File: config.mk
export PLATFORM = sky130hd
export DESIGN_NAME = multicycle_ctrl
export DESIGN_NICKNAME = d
export VERILOG_FILES = /design/src/rtl/multicycle_ctrl.sv
export SDC_FILE = /design/constraint.sdc
export NUM_CORES = 1
export LEC_CHECK = 0
export CAP_MARGIN = 20
export CORE_MARGIN = 2
export CORE_UTILIZATION = 45
export CTS_BUF_LIST = sky130_fd_sc_hd__clkbuf_16
export DETAILED_ROUTE_END_ITERATION = 6
export GPL_TIMING_DRIVEN = 1
export PLACE_DENSITY = 0.76
export SLEW_MARGIN = 20
export SYNTH_ARGS = -nofsm -noshare
export SYNTH_HDL_FRONTEND = slang
export SYNTH_SLANG_ARGS = --single-unit
File: constraint.sdc
create_clock -name CLK -period 6.1 [get_ports CLK]
set_input_delay 1.83 -clock CLK [delete_from_list [all_inputs] [get_ports CLK]]
set_output_delay 1.83 -clock CLK [all_outputs]
set_load 0.02 [all_outputs]
File: src/rtl/multicycle_ctrl.sv
// Moore control FSM for a multicycle RV32 datapath: sequences fetch/decode/execute
// steps, drives datapath strobes and mux selects, and counts retired instructions.
module multicycle_ctrl #(
  parameter int STATE_W = 4
) (
  input  logic               CLK,
  input  logic               rst,
  input  logic [6:0]         op,
  input  logic [2:0]         funct3,
  input  logic               funct7b5,
  input  logic               ZF,
  input  logic               SF,
  output logic               PCWrite,
  output logic               AdrSrc,
  output logic               IRWrite,
  output logic               MemWrite,
  output logic               RegWrite,
  output logic [1:0]         ResultSrc,
  output logic [1:0]         ALUSrcA,
  output logic [1:0]         ALUSrcB,
  output logic [1:0]         ImmSrc,
  output logic [2:0]         ALUControl,
  output logic [STATE_W-1:0] state_dbg,
  output logic [31:0]        instret
);

  localparam logic [6:0] OP_LW  = 7'b0000011;
  localparam logic [6:0] OP_SW  = 7'b0100011;
  localparam logic [6:0] OP_R   = 7'b0110011;
  localparam logic [6:0] OP_I   = 7'b0010011;
  localparam logic [6:0] OP_B   = 7'b1100011;
  localparam logic [6:0] OP_JAL = 7'b1101111;

  typedef enum logic [3:0] {
    FETCH    = 4'd0,
    DECODE   = 4'd1,
    MEMADR   = 4'd2,
    MEMREAD  = 4'd3,
    MEMWB    = 4'd4,
    MEMWRITE = 4'd5,
    EXECUTER = 4'd6,
    EXECUTEI = 4'd7,
    ALUWB    = 4'd8,
    BRANCH   = 4'd9,
    JAL      = 4'd10
  } state_t;

  typedef struct packed {
    logic       pc_update;
    logic       adr_src;
    logic       ir_write;
    logic       mem_write;
    logic       reg_write;
    logic       branch;
    logic [1:0] result_src;
    logic [1:0] alu_src_a;
    logic [1:0] alu_src_b;
    logic [2:0] alu_control;
  } ctrl_t;

  state_t     state_q;
  state_t     next_state;
  ctrl_t      ctrl_q;
  logic [2:0] funct_alu;
  logic       taken;
  logic       retire;
  logic [31:0] instret_q;

  // Control word for a state, computed one cycle early so outputs come from flops.
  function automatic ctrl_t decode_ctrl(input state_t s, input logic [2:0] alu_f);
    ctrl_t c;
    c = '0;
    case (s)
      FETCH:    begin c.ir_write = 1'b1; c.alu_src_b = 2'b10; c.result_src = 2'b10;
                      c.pc_update = 1'b1; end
      DECODE:   begin c.alu_src_a = 2'b01; c.alu_src_b = 2'b01; end
      MEMADR:   begin c.alu_src_a = 2'b10; c.alu_src_b = 2'b01; end
      MEMREAD:  c.adr_src = 1'b1;
      MEMWB:    begin c.result_src = 2'b01; c.reg_write = 1'b1; end
      MEMWRITE: begin c.adr_src = 1'b1; c.mem_write = 1'b1; end
      EXECUTER: begin c.alu_src_a = 2'b10; c.alu_control = alu_f; end
      EXECUTEI: begin c.alu_src_a = 2'b10; c.alu_src_b = 2'b01; c.alu_control = alu_f; end
      ALUWB:    c.reg_write = 1'b1;
      BRANCH:   begin c.alu_src_a = 2'b10; c.alu_control = 3'b001; c.branch = 1'b1; end
      JAL:      begin c.alu_src_a = 2'b01; c.alu_src_b = 2'b10; c.pc_update = 1'b1; end
      default:  c = '0;
    endcase
    return c;
  endfunction

  always_comb begin
    funct_alu = 3'b000;
    case (funct3)
      3'b000:  funct_alu = (op[5] & funct7b5) ? 3'b001 : 3'b000;
      3'b010:  funct_alu = 3'b101;
      3'b110:  funct_alu = 3'b011;
      3'b111:  funct_alu = 3'b010;
      default: funct_alu = 3'b000;
    endcase
  end

  // Unknown opcodes fall back to FETCH from DECODE; illegal codes recover the same way.
  always_comb begin
    next_state = FETCH;
    case (state_q)
      FETCH:    next_state = DECODE;
      DECODE: begin
        case (op)
          OP_LW, OP_SW: next_state = MEMADR;
          OP_R:         next_state = EXECUTER;
          OP_I:         next_state = EXECUTEI;
          OP_B:         next_state = BRANCH;
          OP_JAL:       next_state = JAL;
          default:      next_state = FETCH;
        endcase
      end
      MEMADR:   next_state = (op == OP_SW) ? MEMWRITE : MEMREAD;
      MEMREAD:  next_state = MEMWB;
      EXECUTER: next_state = ALUWB;
      EXECUTEI: next_state = ALUWB;
      JAL:      next_state = ALUWB;
      default:  next_state = FETCH;
    endcase
  end

  assign retire = (state_q == MEMWB) || (state_q == MEMWRITE) ||
                  (state_q == ALUWB) || (state_q == BRANCH);

  always_ff @(posedge CLK) begin
    if (rst) begin
      state_q   <= FETCH;
      ctrl_q    <= decode_ctrl(FETCH, funct_alu);
      instret_q <= '0;
    end else begin
      state_q   <= next_state;
      ctrl_q    <= decode_ctrl(next_state, funct_alu);
      instret_q <= instret_q + {31'b0, retire};
    end
  end

  assign taken = ((funct3 == 3'b000) & ZF) | ((funct3 == 3'b001) & ~ZF) |
                 ((funct3 == 3'b100) & SF);

  always_comb begin
    ImmSrc = 2'b00;
    case (op)
      OP_LW, OP_I: ImmSrc = 2'b00;
      OP_SW:       ImmSrc = 2'b01;
      OP_B:        ImmSrc = 2'b10;
      OP_JAL:      ImmSrc = 2'b11;
      default:     ImmSrc = 2'b00;
    endcase
  end

  // Write strobes are gated by rst so nothing fires while reset is held.
  assign PCWrite    = ~rst & (ctrl_q.pc_update | (ctrl_q.branch & taken));
  assign IRWrite    = ~rst & ctrl_q.ir_write;
  assign MemWrite   = ~rst & ctrl_q.mem_write;
  assign RegWrite   = ~rst & ctrl_q.reg_write;
  assign AdrSrc     = ctrl_q.adr_src;
  assign ResultSrc  = ctrl_q.result_src;
  assign ALUSrcA    = ctrl_q.alu_src_a;
  assign ALUSrcB    = ctrl_q.alu_src_b;
  assign ALUControl = ctrl_q.alu_control;
  assign state_dbg  = STATE_W'(state_q);
  assign instret    = instret_q;

endmodule

==> impl_metrics.env <==
export IMPL_cts_hold_buffers=0
export IMPL_start_util=0.466
export IMPL_hold_path_class="reg -> reg"
export IMPL_ys_warn_count=0
export IMPL_clock_latency_ps=290
export IMPL_grt_max_degree=33
export IMPL_area_growth_pct=31.8
export IMPL_power_uw=649
export IMPL_synth_seq_cells=51
export IMPL_synthArstFlopShare=0
export IMPL_crit_family="buffers and inverters"
export IMPL_slowest_stage="clkdlybuf4s50_1"
export IMPL_startpoint_type="input pin"
export IMPL_status="finished clean"
export IMPL_io_buffers=66
export IMPL_syn_cell_area_um2=2360
export IMPL_p_leak_nw=1.11
export IMPL_hold_slack_ps=512
export IMPL_path_clk_slew_ps=70
export IMPL_crit_chain="clkdlybuf4s50_1 -> nand4b_1 -> nor3b_1 -> clkdlybuf4s50_1"
export IMPL_crit_start="op[4]"
export IMPL_finalCriticalPeriod_ps=5340
export IMPL_n_antenna_cell=0
export IMPL_drive_gt1_frac=0.0431
export IMPL_tightest_slew_ps=794
export IMPL_crit_buf_inv=2
export IMPL_die_area_um2=5850
export IMPL_vias=2057
export IMPL_synth_net_count=286
export IMPL_dp_hpwl_um=3640
export IMPL_wire_per_inst_um=12.7
export IMPL_rsz0062_at_grt="false"
export IMPL_r2r_cells=9
export IMPL_cts_tree="yes"
export IMPL_p_per_area_nw_per_um2=208
export IMPL_num_rows=26
export IMPL_grt_pass1_wl_um=8530
export IMPL_required_ps=4270
export IMPL_finalSetupViolations=0
export IMPL_yosys_area_top_type="dfxtp_1"
export IMPL_layoutNonFillerInstCount=395
export IMPL_fmax_mhz=187
export IMPL_r2r_start="state_dbg[2]"
export IMPL_fin_tns_setup_ps=0
export IMPL_totalWireLength_um=5000
export IMPL_cp_depth=4
export IMPL_cpPeakStageDelay_ps=650
export IMPL_first_global_vias=1824
export IMPL_yosys_top_cells_count="dfxtp_1 (51), nor2_1 (42), xor2_1 (23)"
export IMPL_core_um2=5070
export IMPL_overflow=0
export IMPL_fin_worst_skew_ps=6.15
export IMPL_pin_count=67
export IMPL_yosysMostFrequentCell="dfxtp_1"
export IMPL_initialDrtViolationCount=102
export IMPL_clockBufferDepth=2
export IMPL_cts_repair_resized=0
export IMPL_place_inst=387
export IMPL_hold_violations=0
export IMPL_antenna_found_initial=0
export IMPL_via_per_inst=5.21
export IMPL_worstSetupPathType="in -> out"
export IMPL_postCtsSetupRepairBufs=0
export IMPL_synth_area_per_cell_um2=8.79
export IMPL_die_h_um=76.5
export IMPL_critical_path_max_fanout=6
export IMPL_maxCapViolations=0
export IMPL_ys_flop_type="dfxtp_1"
export IMPL_holdCritStartpoint="instret[29]"
export IMPL_yosysTopAreaCellShare=0.432
export IMPL_slew_violations=0
export IMPL_dr_pass1_iters=4
export IMPL_netlist_instances=269
export IMPL_slew_headroom=0.467
export IMPL_numCtsBuffers=5
export IMPL_crit_top_cell="clkdlybuf4s50_1"
export IMPL_cts_htree_levels=2
export IMPL_seq_area_frac_synth=0.432
export IMPL_grt_usage=0.176
export IMPL_yosys_cell_types_count=45
export IMPL_drc=0
export IMPL_ir_worst_vdd_uv=129
export IMPL_clkSinkCount=51
export IMPL_arrival_ps=3510
export IMPL_detail_route_antenna_nets=0
export IMPL_cts_root_buf="clkbuf_16"
export IMPL_gp_congestion=0.863
export IMPL_die_w_um=76.5
export IMPL_synth_edf_count=0
export IMPL_holdPathStages=2
export IMPL_period_share=0.875
export IMPL_fin_nets=341
export IMPL_cp_end_kind="output pin"
export IMPL_synthTopCellsByArea="dfxtp_1 (43%), xor2_1 (8.5%), nor2_1 (6.7%)"
[cells by family (layout without fill, tap and decap cells)]
family	after synthesis	count (layout)	synth area share
flops	51	51	0.432
fa+ha+maj	2	2	0.0106
simple gates	135	135	0.300
mux	1	1	0.00424
xor+xnor	29	29	0.107
buf+inv	25	81	0.0693
compound gates	26	26	0.0768
[sequential cells by signal, indices dropped and copies added (netlist names)]
signal / count
ctrl_q: 5
ALUControl: 3
instret: 32
ALUSrcB: 2
AdrSrc: 1
state_dbg: 4
ALUSrcA: 2
ResultSrc: 2
[where the power goes]
group          internal [mW]  leakage (nW)  switching (mW)  total, mW
sequential             0.337         0.413         0.00235      0.339
combinational         0.0241         0.619          0.0240     0.0481
clock                  0.148        0.0762           0.113      0.261
[metrics by stage]
step / worst slack, ps / area, um2 / utilization
6_report: 764 / 3120 / 0.614
5_1_grt: 664 / 3120 / 0.614
4_1_cts: 756 / 3120 / 0.614
3_5_place_dp: 769 / 2980 / 0.587
3_3_place_gp: 778 / 2980 / 0.587
2_1_floorplan: 1650 / 2360 / -
[worst reg2reg max path, delay by kind of cell (launching register included)]
kind / cells / cell delay [ps]
flops: 1 / 510
simple gates: 5 / 1110
fa+ha+maj: 2 / 500
xor+xnor: 2 / 300
[metal layers]
metal,global-route usage,part of all wire,wire length [um],vias to the layer above
met5,0,0,0,-
met4,0.0618,0.0072,36,0
li1,-,-,-,1040
met2,0.287,0.47,2340,49
met1,0.226,0.47,2370,966
met3,0.0474,0.051,257,2
[layout by cell type, fill, tap and decap left out, types with 8 or more instances in the layout]
| master | count |
|---|---|
| nand4_1 | 13 |
| inv_1 | 8 |
| nand2_1 | 12 |
| xor2_1 | 23 |
| a21oi_1 | 8 |
| clkdlybuf4s50_1 | 66 |
| nand3_1 | 17 |
| nor3_1 | 8 |
| dfxtp_1 | 51 |
| nor2_1 | 42 |
[layout make-up]
type	instances	area (um2)
Inverter	6	22.5
Sequential cell	51	1020
Tap cell	70	87.6
Clock buffer	5	125
Fill cell	481	1960
Clock inverter	3	12.5
Timing Repair Buffer	67	668
Multi-Input combinational cell	193	1180
[worst paths after layout]
kind | to | slack [ps]
setup / recovery | ImmSrc[1] | 760
hold / removal | instret[29] | 510
setup reg to reg | instret[22] | 3570
hold reg to reg | instret[29] | 510
Power figures use the tool's default switching activity.
